## src/rtl/fetch_buffer.sv

```systemverilog
// Instruction fetch buffer: issues pair-aligned local-store reads with 1-cycle latency,
// queues returned instruction pairs and presents the head to decode.
module fetch_buffer #(
    parameter int unsigned DEPTH    = 4,
    parameter logic [31:0] RESET_PC = 32'h0,
    parameter int unsigned LS_BYTES = 32768
) (
    input  logic        clk,
    input  logic        rst,
    output logic        ls_rd_en,
    output logic [0:31] ls_addr,
    input  logic [0:63] ls_rd_data,
    input  logic        dep_stall,
    input  logic        flush,
    input  logic [0:31] branch_target,
    output logic [0:63] instr_pair,
    output logic [0:1]  slot_mask,
    output logic [0:31] pc_out,
    output logic        instr_valid
);

    localparam int PTR_W = $clog2(DEPTH);
    localparam logic [31:0] LS_SIZE = 32'(LS_BYTES);
    localparam logic [PTR_W+1:0] DEPTH_C = (PTR_W+2)'(DEPTH);

    typedef enum logic [1:0] {FLUSHED, FETCH, FULL} state_t;

    typedef struct packed {
        logic [0:63] pair;
        logic [0:31] pc;
        logic [0:1]  mask;
    } entry_t;

    function automatic logic [31:0] wrap_pc(input logic [31:0] a);
        return a % LS_SIZE;
    endfunction

    state_t             state_q, state_d;
    logic [31:0]        fetch_pc_q, fetch_pc_d;
    logic [31:0]        req_pc_q, req_pc_d;
    logic               inflight_q, inflight_d;
    logic               odd_q, odd_d;
    logic [PTR_W-1:0]   wr_ptr_q, wr_ptr_d;
    logic [PTR_W-1:0]   rd_ptr_q, rd_ptr_d;
    logic [PTR_W:0]     count_q, count_d;
    entry_t             fifo_q [DEPTH];
    entry_t             push_entry_d;
    entry_t             head;

    logic [PTR_W+1:0]   used_credits;
    logic               credit_ok;
    logic               has_data;
    logic               push;
    logic               pop;
    logic               req;

    // Credits include the return in flight so a push can never land on a full FIFO.
    always_comb begin
        used_credits = {1'b0, count_q} + {{(PTR_W+1){1'b0}}, inflight_q};
        credit_ok    = (used_credits < DEPTH_C);
        has_data     = (count_q != '0);
        push         = inflight_q && !flush;
        pop          = has_data && !dep_stall && !flush;
    end

    always_comb begin
        state_d = state_q;
        req     = 1'b0;
        case (state_q)
            FLUSHED: state_d = FETCH;
            FETCH: begin
                if (credit_ok) req = 1'b1;
                else           state_d = FULL;
            end
            FULL: begin
                if (credit_ok) state_d = FETCH;
            end
            default: state_d = FLUSHED;
        endcase
        if (flush) begin
            state_d = FLUSHED;
            req     = 1'b0;
        end
    end

    always_comb begin
        fetch_pc_d = fetch_pc_q;
        inflight_d = req;
        odd_d      = odd_q;
        req_pc_d   = fetch_pc_q;
        wr_ptr_d   = wr_ptr_q;
        rd_ptr_d   = rd_ptr_q;
        count_d    = count_q;
        if (flush) begin
            fetch_pc_d = wrap_pc(32'(branch_target) & 32'hFFFF_FFF8);
            odd_d      = branch_target[29];
            wr_ptr_d   = '0;
            rd_ptr_d   = '0;
            count_d    = '0;
        end else begin
            if (req)  fetch_pc_d = wrap_pc(fetch_pc_q + 32'd8);
            if (push) begin
                odd_d    = 1'b0;
                wr_ptr_d = wr_ptr_q + 1'b1;
            end
            if (pop)  rd_ptr_d = rd_ptr_q + 1'b1;
            count_d = count_q + (PTR_W+1)'(push) - (PTR_W+1)'(pop);
        end
    end

    always_comb begin
        push_entry_d.pair = ls_rd_data;
        push_entry_d.pc   = req_pc_q;
        push_entry_d.mask = odd_q ? 2'b01 : 2'b11;
    end

    always_ff @(posedge clk or posedge rst) begin
        if (rst) begin
            state_q    <= FLUSHED;
            fetch_pc_q <= RESET_PC;
            inflight_q <= 1'b0;
            odd_q      <= 1'b0;
            wr_ptr_q   <= '0;
            rd_ptr_q   <= '0;
            count_q    <= '0;
        end else begin
            state_q    <= state_d;
            fetch_pc_q <= fetch_pc_d;
            inflight_q <= inflight_d;
            odd_q      <= odd_d;
            wr_ptr_q   <= wr_ptr_d;
            rd_ptr_q   <= rd_ptr_d;
            count_q    <= count_d;
        end
    end

    // Payload storage carries no reset; validity lives entirely in count_q.
    always_ff @(posedge clk) begin
        req_pc_q <= req_pc_d;
        if (push) fifo_q[wr_ptr_q] <= push_entry_d;
    end

    always_comb begin
        head        = fifo_q[rd_ptr_q];
        ls_rd_en    = req;
        ls_addr     = fetch_pc_q;
        instr_valid = has_data;
        instr_pair  = has_data ? head.pair : '0;
        pc_out      = has_data ? head.pc   : '0;
        slot_mask   = has_data ? head.mask : 2'b00;
    end

endmodule

```

## config.mk

```make
export PLATFORM = sky130hd
export DESIGN_NAME = fetch_buffer
export DESIGN_NICKNAME = d
export VERILOG_FILES = /design/src/rtl/fetch_buffer.sv
export SDC_FILE = /design/constraint.sdc
export NUM_CORES = 1
export LEC_CHECK = 0
export CAP_MARGIN = 15
export CORE_MARGIN = 2
export CORE_UTILIZATION = 27
export CTS_BUF_LIST = sky130_fd_sc_hd__clkbuf_2
export DETAILED_ROUTE_END_ITERATION = 8
export PLACE_DENSITY = 0.57
export SYNTH_ARGS = -nofsm -noshare
export SYNTH_HDL_FRONTEND = slang
export SYNTH_SLANG_ARGS = --single-unit
```

## constraint.sdc

```tcl
create_clock -name clk -period 4 [get_ports clk]
set_input_delay 0.4 -clock clk [delete_from_list [all_inputs] [get_ports clk]]
set_output_delay 0.4 -clock clk [all_outputs]
set_load 0.02 [all_outputs]
```

## After elaboration in Yosys (flattened, before gate mapping)

Memory sizes are Yosys's and may differ from the RTL's.
Cells that the tools add are included.

- Muxes and demuxes: 22
- $add $sub $neg: 6
- Equal/unequal tests: 4
- Bitwise operators: 0
- Shift-type cells: 0
- Divide/modulo/power cells: 0
- Multiply operators: 0
- Magnitude comparators: 1
- Reduce and logical (&&, ||, !) cells: 11

Operators by type and width:

| cell | number |
|---|---|
| 32-bit two-way mux | 3 |
| 64-bit two-way mux | 1 |
| 2-bit two-way mux | 9 |
| 15-bit by 4-bit adder with 15-bit output (second input constant) | 1 |
| 1-bit two-way mux | 7 |
| 3-bit != test (second input constant) | 2 |
| 2-bit case mux with 3 select lines | 1 |
| 2-bit nonzero test | 3 |
| 2-bit by 1-bit adder with 2-bit output (second input constant) | 2 |
| 3-bit by 1-bit adder with 4-bit output | 1 |
| 4-bit by 3-bit less-than comparator with 1-bit output (second input constant) | 1 |
| 3-bit by 1-bit adder with 3-bit output | 1 |
| 1-bit logical AND | 3 |
| 3-bit two-way mux | 1 |
| 3-bit nonzero test | 1 |
| 3-bit by 1-bit subtractor with 3-bit output | 1 |
| 2-bit by 1-bit equality test with 1-bit output (second input constant) | 1 |
| 2-bit equality test (second input constant) | 1 |
| 1-bit zero test | 2 |
| 2-bit zero test | 1 |
| 2-bit AND reduction | 1 |

- Memories kept: 1
- Input bits: 100
- Bits in read-only memories: 0
- RAM bits: 392
- Register bits: 75
- Latch bits: 0
- Output and inout port bits: 132

Memories:

| memory | words | bits a word | read ports | clocked after Yosys merged registers in | wr ports | line | source |
|---|---|---|---|---|---|---|---|
| fifo_q | 4 | 98 | 1 | 0 | 1 | 46 | `entry_t fifo_q [DEPTH];` |

## Depth between registers and ports, before layout

Gate-level depths: netlist (run 1).

- Word-level depth: 7
- Gate-level depth with buffers: 10
- Gate-level depth less buffers: 9

## Worst setup path after synthesis (run 1)

No wires, ideal clock.

- Path kind: input port to flip-flop
- Start point: in flush
- End point: mem fifo_q[0][10] in the netlist's numbering (enable)
- Data arrival time: 2.625 ns
- Data required time: 3.556 ns
- Stages on the path: 3
- Path slack: 0.932 ns
- Path through: clkbuf_1 -> nor2b_1 -> and2_1

- Word-level cells in the longest chain between the ends: 4

RTL lines:

| item | line | source |
|---|---|---|
| start: declaration | 14 | `input logic flush,` |
| 1-bit zero test | 62 | `push = inflight_q && !flush;` |
| 1-bit logical AND | 62 |  |
| 1-bit two-way mux | 140 | `if (push) fifo_q[wr_ptr_q] <= push_entry_d;` |
| 1-bit two-way mux (not written as such) | 140 |  |
| end: declaration | 46 |  |

No other way between the ends.

## Worst setup path after layout (run 1)

- Start point: reg rd_ptr_q[1]
- End point: out instr_pair[4] in the netlist's numbering

- Word-level cells in the longest chain between the ends: 2

RTL lines:

| item | line | source |
|---|---|---|
| start: declaration | 44 | `logic [PTR_W-1:0] rd_ptr_q, rd_ptr_d;` |
| start signal: assignment | 132 | `rd_ptr_q <= rd_ptr_d;` |
| memory 4 x 98 bit | n/a |  |
| 64-bit two-way mux | 148 | `instr_pair = has_data ? head.pair : '0;` |
| end: declaration | 16 | `output logic [0:63] instr_pair,` |

No other way between the ends.

==> impl_results.md, run 1 <==
- Tot GR Track Use: 0.117
- Area post-placement: around 0.016 mm^2
- CP Cell Sequence: buf_4 > mux4_2 > and2_1 > clkdlybuf4s50_1
- Num CTS Buffers: 90
- YS warnings: 0
- Routed Antenna Nets: 0
- Total number of vias: roughly 7.3k
- Commonest non-fill, non-tap cell in the layout: edfxtp_1
- CP endpoint kind: output port
- Min Tclk post-route: 3660 ps
- Critical path arrival: around 3300 ps
- Core area: between 0.04 and 0.05 mm^2
- Number of DRC markers in iteration 0: 392
- Peak VDD IR: ~270 uV
- Kind of critical path: flop to output port
- Reg2reg end: count_q[2]
- First-pass GRT wire length: around 45 mm
- Worst reg-to-reg path cell count: 9
- Post-Synthesis Cells: a little under 700
- Sum Neg Setup Slack: 0 ps
- Final Wtd Congestion: roughly 0.76
- 1st-pass router iterations: 4
- Worst-Margin Slew: 909 ps
- CTS tree: done
- Synth Cell Area: between 0.01 and 0.015 mm^2
- DIE AREA: between 0.05 and 0.06 mm^2
- Fillers: around 4.7k
- Int Pwr: around 6.7 mW
- Share of post-route cells with drive strength above 1: 0.229
- Root Buffer: clkbuf_2
- Switching part of the total: 0.324
- Ys flop type: edfxtp_1
- Max Slew Vio Count: 0
- Max Clock Freq: approximately 0.27 GHz
- Worst Path Required: roughly 3600 ps
- Initial antenna violation count: 2
- Worst flop-to-flop path startpoint: count_q[1]
- # H-tree levels: 3
- CTS clk-pin slew, worst paths: around 100 ps
- Clock share of power: 0.251
- Synthesis-to-layout area growth: 31.1%
- Routed length per instance: 16.9 um
- # IOs: 232
- Share of the synthesized area in the top cell type: 0.685
- Die height: 228 um
- Die W: 228 um
- Clk_skew: about 29 ps
- DPL Wire Length: between 15 and 20 mm
- Most frequent cells in the layout: edfxtp_1, clkdlybuf4s50_1, clkbuf_2
- Synth async-reset ratio: 0.0671
- # setup viols final: 0
- P_sw: approximately 3.2 mW
- DRT Wirelength: a little under 30 mm
- Flop pwr share: 0.425
- LEAKAGE: around 6 nW
- Synth area leader: edfxtp_1
- Logic pwr share: 0.324
- Clk Latency, worst-skew pair: between 900 and 1000 ps
- RSZ-0062 raised after global routing: false
- IO buf count: roughly 170
- Remaining Overflow, GRT: 0
- # clock sinks: 343
- Initial core utilization: 0.275
- CP peak stage delay: a little over 800 ps
- Pin count of the biggest net entering global routing: 35
- Capture point of the worst path: instr_pair[4]
- Number of global-route vias before repair: between 7k and 8k
- Multi-input gate area: ~0.0031 mm^2
- Worst Setup SP: rd_ptr_q[1]
- Largest cells by area after synthesis: edfxtp_1, mux4_2, dfrtp_1, and2_1, buf_4
- Tcrit/Tclk final: 0.915
- Crit-path slowest cell: dfrtp_4
- Via/cell ratio: between 4 and 5
- Max cap viols: 0
- #FFs+latches synth: 343
- R2R setup slack: 1850 ps
- PwrDens: between 500 and 600 mW/mm^2
- DRC: 0
- Yosys cell types: 42
- Critical-path maximum fanout: 34
- NumNets Final: about 1.1k
- CP startpoint kind: flop
- Worst min path class: primary input to flop
- Status: finished clean
- FF+latch area: just over 0.01 mm^2
- # rows: between 80 and 90
- Clk buf depth: 3
- Synthesized area per cell: approximately 20 um^2
- Slew margin rel.: 0.393
- Post-route cell area: approximately 0.018 mm^2
- Register area share after synthesis: 0.746
- Final hold vios: 0
- EDFF count, synth: 308
## Yosys cell counts, types with 5 or more instances
cell	count
edfxtp_1	308
and2_1	81
mux4_2	77
buf_4	41
dfrtp_1	23
clkbuf_1	18
nor2_1	17
dfxtp_1	12
inv_1	11
buf_2	10
a31oi_1	9
o31ai_1	9
ha_1	8
or4_1	8
nand2_1	6
nand3_1	5
## cell type report
cell class | instances | area share
Clock inverter | 34 | 0.0120
Multi-Input combinational cell | 297 | 0.176
Timing Repair Buffer | 271 | 0.156
Tap cell | 664 | 0.0470
Antenna cell | 1 | 0.000141
Inverter | 11 | 0.00248
Clock buffer | 131 | 0.0371
Sequential cell | 343 | 0.569
## flip-flops by register name, indices dropped and copies added (netlist names)
register    count
rd_ptr_q        2
odd_q           1
ls_addr        12
count_q         3
state_q         2
fifo_q        308
req_pc_q       12
inflight_q      1
wr_ptr_q        2
## power groups by stage
stage	clock (mW)	combinational, mW	sequential (mW)
after floorplan	0	1.82	4.25
after detailed placement	0	3.18	4.34
after global routing	2.82	3.48	4.26
after global placement	0	3.17	4.34
final	2.50	3.22	4.23
after CTS	2.65	3.31	4.24
## stage by stage
stage	power [mW]	hold WS, ps	instances	utilization	worst slack (ps)
4_1_cts	10.2	21.4	1751	0.360	46.6
3_3_place_gp	7.51	452	1506	0.325	1020
3_5_place_dp	7.52	464	1506	0.325	1030
5_1_grt	10.6	122	1752	0.360	41.4
6_report	9.94	232	1752	0.360	338
2_1_floorplan	6.06	402	723	-	932
## worst max-delay path: cells and delay by family (launching register included)
family                 cells  cell delay (ps)
multiplexers               1              350
buffers and inverters      2              950
AND/OR/NAND/NOR            1              180
flip-flops                 1              810
## worst min-delay path by stage
stage / startpoint / depth (start not counted) / to / slack [ps]
global route: flush / 2 / state_q[0] / 120
finish: flush / 2 / state_q[0] / 230
global placement: req_pc_q[8] / 0 / fifo_q[2][10] / 450
detailed placement: ls_addr[24] / 0 / req_pc_q[7] / 460
floorplan: rst / 1 / count_q[0] / 400
CTS: flush / 2 / state_q[0] / 20
## layer usage
layer  GRT usage  routed length, um
met5           0                 16
met4      0.0609                786
met3      0.0343               1790
met2       0.187              14200
met1       0.145              12800
## logic make-up after synthesis
family / synth area share
muxes: 0.132
DFF: 0.746
xor gates and xnor gates: 0.00324
other: 0.000278
buffers and inverters: 0.0360
adders and majority gates: 0.00964
AOI/OAI and AO/OA: 0.0141
and+or+nand+nor: 0.0586
## timing repair
item	in CTS	in global routing
setup buffers	1	0
gates resized for setup	2	0
endpoints found under the setup margin	53	0
endpoints found under the hold margin	293	0
hold buffers	79	0
(Power assumes the default switching activity.)
==> run 2, diff against run 1 <==
--- a/config.mk
+++ b/config.mk
@@ -6,7 +6,6 @@
 export NUM_CORES = 1
 export LEC_CHECK = 0
 export CAP_MARGIN = 15
-export CORE_MARGIN = 2
 export CORE_UTILIZATION = 27
 export CTS_BUF_LIST = sky130_fd_sc_hd__clkbuf_2
 export DETAILED_ROUTE_END_ITERATION = 8
==> impl_results.md, run 2 (same netlist as run 1, synthesis figures left out) <==
- Remaining Overflow, GRT: 0
- Number of DRC markers in iteration 0: 360
- # rows: slightly above 80
- Final Util: 0.360
- Final Wtd Congestion: 0.729
- DIE AREA: roughly 0.051 mm^2
- Min Tclk post-route: between 3000 and 4000 ps
- Initial core utilization: 0.275
- Number of global-route vias before repair: ~7.9k
- Status: finished clean
- # setup viols final: 0
- Max Clock Freq: between 0.2 and 0.3 GHz
- Commonest non-fill, non-tap cell in the layout: edfxtp_1
- Clk Latency, worst-skew pair: a little under 1000 ps
- CP startpoint kind: flop
- Initial antenna violation count: 2
- Total number of vias: roughly 7.3k
- Routed length per instance: roughly 17 um
- CTS tree: done
- Clk_skew: ~56 ps
- NumNets Final: about 1.1k
- LEAKAGE: between 5 and 6 nW
- CP endpoint kind: output port
- 1st-pass router iterations: 4
- Critical path arrival: around 3300 ps
- Final hold vios: 0
- Synthesis-to-layout area growth: 31.3%
- # IOs: approximately 230
- Clk buf depth: 3
- Peak VDD IR: between 400 and 500 uV
- Die height: approximately 230 um
- Num CTS Buffers: a little over 90
- DRC: 0
- Worst min path class: primary input to async pin
- RSZ-0062 raised after global routing: false
- Max cap viols: 0
- Slew margin rel.: 0.396
- Pin count of the biggest net entering global routing: 30
- Core area: a little under 0.05 mm^2
- CTS clk-pin slew, worst paths: 110 ps
- DPL Wire Length: between 15 and 20 mm
- Crit-path slowest cell: dfrtp_4
- DRT Wirelength: 29.3 mm
- # H-tree levels: 3
- Die W: approximately 230 um
- Root Buffer: clkbuf_2
- IO buf count: between 150 and 200
- # clock sinks: between 300 and 400
- First-pass GRT wire length: approximately 45 mm
- Kind of critical path: flop to output port
- Top reg by flops: fifo_q
- Routed Antenna Nets: 0
- Max Slew Vio Count: 0
- Critical-path maximum fanout: 25
- Max reg flops: roughly 310
- Share of post-route cells with drive strength above 1: 0.236
- Worst-Margin Slew: approximately 900 ps
- PwrDens: 558 mW/mm^2
- Via/cell ratio: approximately 4.2
- Tot GR Track Use: 0.119
- Fillers: ~4.7k
- Tcrit/Tclk final: 0.927
- CP peak stage delay: roughly 720 ps
- Most frequent cells in the layout: edfxtp_1, clkdlybuf4s50_1, clkbuf_2
- Sum Neg Setup Slack: 0 ps
- CP Cell Sequence: buf_12 > mux4_2 > and2_1 > clkdlybuf4s50_1
- Worst Path Required: about 3600 ps
==> run 2: changes by cell type in the layout (fill, tap and decap cells not counted), sizes merged <==
cell	before	now
clkinv	27	14
bufinv	3	2
clkinvlp	1	0
clkbuf	131	139
dlygate4sd3	79	82
buf	20	18
==> run 2: worst max-delay path, delay by kind of cell, from the launching register on <==
family        cells  cell delay [ps]
buf+inv           2              820
mux               1              580
simple gates      1              190
flops             1              720
==> run 2: final cells by class <==
type | instances | area, um^2 | share of cell area
antenna | 1 | 2.50 | 0.000141
clock buffer | 139 | 696 | 0.0393
clock inverter | 19 | 136 | 0.00770
inverter | 11 | 43.8 | 0.00247
multi-input combinational | 297 | 3110 | 0.175
sequential | 343 | 10100 | 0.569
tap | 664 | 831 | 0.0469
timing repair buffer | 272 | 2830 | 0.160
==> run 2: path summary, 6_finish.rpt <==
| check | cells past startpoint | to | slack, ps | from |
|---|---|---|---|---|
| worst max-delay path | 4 | pc_out[17] | 290 | rd_ptr_q[0] |
| worst min-delay path | 3 | wr_ptr_q[1] | 450 | rst |
| worst max register to register | 9 | count_q[2] | 1820 | count_q[1] |
| worst min register to register | 0 | req_pc_q[7] | 480 | ls_addr[24] |
| max in group asynchronous | 3 | rd_ptr_q[0] | 2900 | rst |
| min in group clk | 0 | req_pc_q[7] | 480 | ls_addr[24] |
==> run 2: where the power goes <==
| group | internal (mW) | switching [mW] |
|---|---|---|
| Clock | 1.05 | 1.38 |
| Combinational | 1.59 | 1.63 |
| Sequential | 4.07 | 0.156 |
==> run 2: stage by stage <==
stage	cells	setup slack [ps]	instance area (um^2)	power [mW]	hold WS [ps]
2_1_floorplan	723	932	13600	6.06	402
3_5_place_dp	1504	1040	16000	7.52	458
5_1_grt	1746	19.3	17700	10.5	416
3_3_place_gp	1504	1030	16000	7.50	446
6_report	1746	291	17700	9.88	454
4_1_cts	1745	31.4	17700	10.1	292
==> run 2: timing repair <==
action	4_1_cts	5_1_grt
endpoints found under the setup margin	74	0
hold buffers	82	0
gates resized for setup	2	0
endpoints found under the hold margin	300	0
buffers inserted	1	0
==> run 2: metal layers <==
layer | track usage | share of wire | routed length (um) | up-vias
li1 | - | - | - | 3342
met1 | 0.148 | 0.44 | 12900 | 3681
met2 | 0.189 | 0.48 | 14200 | 204
met3 | 0.0345 | 0.054 | 1590 | 47
met4 | 0.0564 | 0.020 | 599 | 2
met5 | 0 | 0.00058 | 17 | -
==> run 3, diff against run 2 <==
--- a/config.mk
+++ b/config.mk
@@ -9,6 +9,7 @@
 export CORE_UTILIZATION = 27
 export CTS_BUF_LIST = sky130_fd_sc_hd__clkbuf_2
 export DETAILED_ROUTE_END_ITERATION = 8
+export HOLD_SLACK_MARGIN = 0.08
 export PLACE_DENSITY = 0.57
 export SYNTH_ARGS = -nofsm -noshare
 export SYNTH_HDL_FRONTEND = slang
==> impl_results.md, run 3 (same netlist as run 1, synthesis figures left out) <==
- Final Util: 0.361
- Max Slew Vio Count: 0
- Critical path arrival: 3290 ps
- Final Wtd Congestion: between 0.7 and 0.8
- Die height: roughly 230 um
- Via/cell ratio: about 4.2
- Worst setup margin: approximately 310 ps
- DP Worst Slack: 1040 ps
- Most frequent cells in the layout: edfxtp_1, clkdlybuf4s50_1, clkbuf_2
- # setup viols final: 0
- Routed Antenna Nets: 0
- Worst reg-to-reg path cell count: 6
- Core area: 0.0492 mm^2
- Worst Path Required: about 3600 ps
- Min Tclk post-route: 3690 ps
- Status: finished clean
- Reg2reg end: ls_addr[28]
- First-pass GRT wire length: approximately 45 mm
- PwrDens: between 500 and 600 mW/mm^2
- CP startpoint kind: flop
- # rows: between 80 and 90
- Initial core utilization: 0.275
- Number of DRC markers in iteration 0: 380
- Synthesis-to-layout area growth: 31.5%
- Clk Latency, worst-skew pair: just under 1000 ps
- Remaining Overflow, GRT: 0
- Kind of critical path: flop to output port
- Max reg flops: about 300
- 1st-pass router iterations: 4
- Num CTS Buffers: approximately 90
- Critical-path maximum fanout: 25
- Slew margin rel.: 0.401
- CTS tree: done
- Worst-Margin Slew: 897 ps
- Tcrit/Tclk final: 0.923
- Sum Neg Setup Slack: 0 ps
- # clock sinks: 343
- NumNets Final: around 1.1k
- DIE AREA: roughly 0.05 mm^2
- DRT Wirelength: 29.4 mm
- DRC: 0
- Peak VDD IR: about 430 uV
- Number of global-route vias before repair: 7879
- LEAKAGE: between 5 and 6 nW
- Worst flop-to-flop path startpoint: count_q[2]
- Initial antenna violation count: 2
- CTS clk-pin slew, worst paths: roughly 110 ps
- Die W: between 200 and 250 um
- RSZ-0062 raised after global routing: false
- Max Clock Freq: between 0.2 and 0.3 GHz
- Root Buffer: clkbuf_2
- Fillers: 4669
- Worst Setup SP: rd_ptr_q[0]
- Non-Filler Instances: 1750
- Commonest non-fill, non-tap cell in the layout: edfxtp_1
- CP endpoint kind: output port
- Tot GR Track Use: 0.119
- Worst min path class: primary input to async pin
- Inst Count DP: approximately 1.5k
- Clk_skew: roughly 57 ps
- Share of post-route cells with drive strength above 1: 0.235
- Hold_ws: roughly 450 ps
- Pin count of the biggest net entering global routing: 30
- R2R setup slack: roughly 1500 ps
- Total number of vias: between 7k and 8k
- IO buf count: approximately 170
- Max cap viols: 0
- Final hold vios: 0
- Clk buf depth: 3
- Top reg by flops: fifo_q
- DPL Wire Length: 17.3 mm
- Routed length per instance: 16.8 um
- # IOs: 232
- # H-tree levels: 3
## run 3: cell count changes in the layout (fill, tap and decap cells not counted)
cell / before / now
dlygate4sd3_1: 82 / 85
diode_2: 1 / 2
## run 3: layout make-up
| class | instances | area (um^2) | area share |
|---|---|---|---|
| Antenna cell | 2 | 5.00 | 0.000282 |
| Clock buffer | 139 | 696 | 0.0392 |
| Clock inverter | 19 | 136 | 0.00768 |
| Inverter | 11 | 43.8 | 0.00247 |
| Multi-Input combinational cell | 297 | 3110 | 0.175 |
| Sequential cell | 343 | 10100 | 0.567 |
| Tap cell | 664 | 831 | 0.0468 |
| Timing Repair Buffer | 275 | 2860 | 0.161 |
## run 3: worst max path at each step
stage / slack (ps) / to
CTS: 30 / instr_pair[40]
floorplan: 930 / fifo_q[0][10]
global placement: 1030 / instr_pair[40]
finish: 310 / instr_pair[31]
detailed placement: 1040 / instr_pair[40]
global route: 20 / instr_pair[40]
## run 3: per-stage QoR
step                area, um^2  power, mW
finish                   17700       9.89
global route             17700       10.5
CTS                      17700       10.1
detailed placement       16000       7.52
global placement         16000       7.50
floorplan                13600       6.06
## run 3: report_power, final
part	switching (mW)	internal [mW]
Sequential	0.156	4.07
Combinational	1.63	1.60
Clock	1.39	1.05
## run 3: worst max-delay path, stage by stage, from the launching register on
cell             delay (ps)
dfrtp_4                 720
buf_12                  300
mux4_2                  530
and2_1                  170
clkdlybuf4s50_1         570
## run 3: routing by layer
metal | GRT usage | share of wire | vias up
met5 | 0 | 0.00058 | -
met1 | 0.148 | 0.44 | 3693
li1 | - | - | 3346
met4 | 0.0564 | 0.020 | 2
met2 | 0.189 | 0.48 | 192
met3 | 0.0345 | 0.052 | 44
## run 3: what timing repair did
item | 4_1_cts | 5_1_grt
hold buffers | 85 | 0
endpoints found under the hold margin | 302 | 0
resized for setup | 2 | 0
buffers inserted | 1 | 0
setup endpoints to repair | 74 | 0
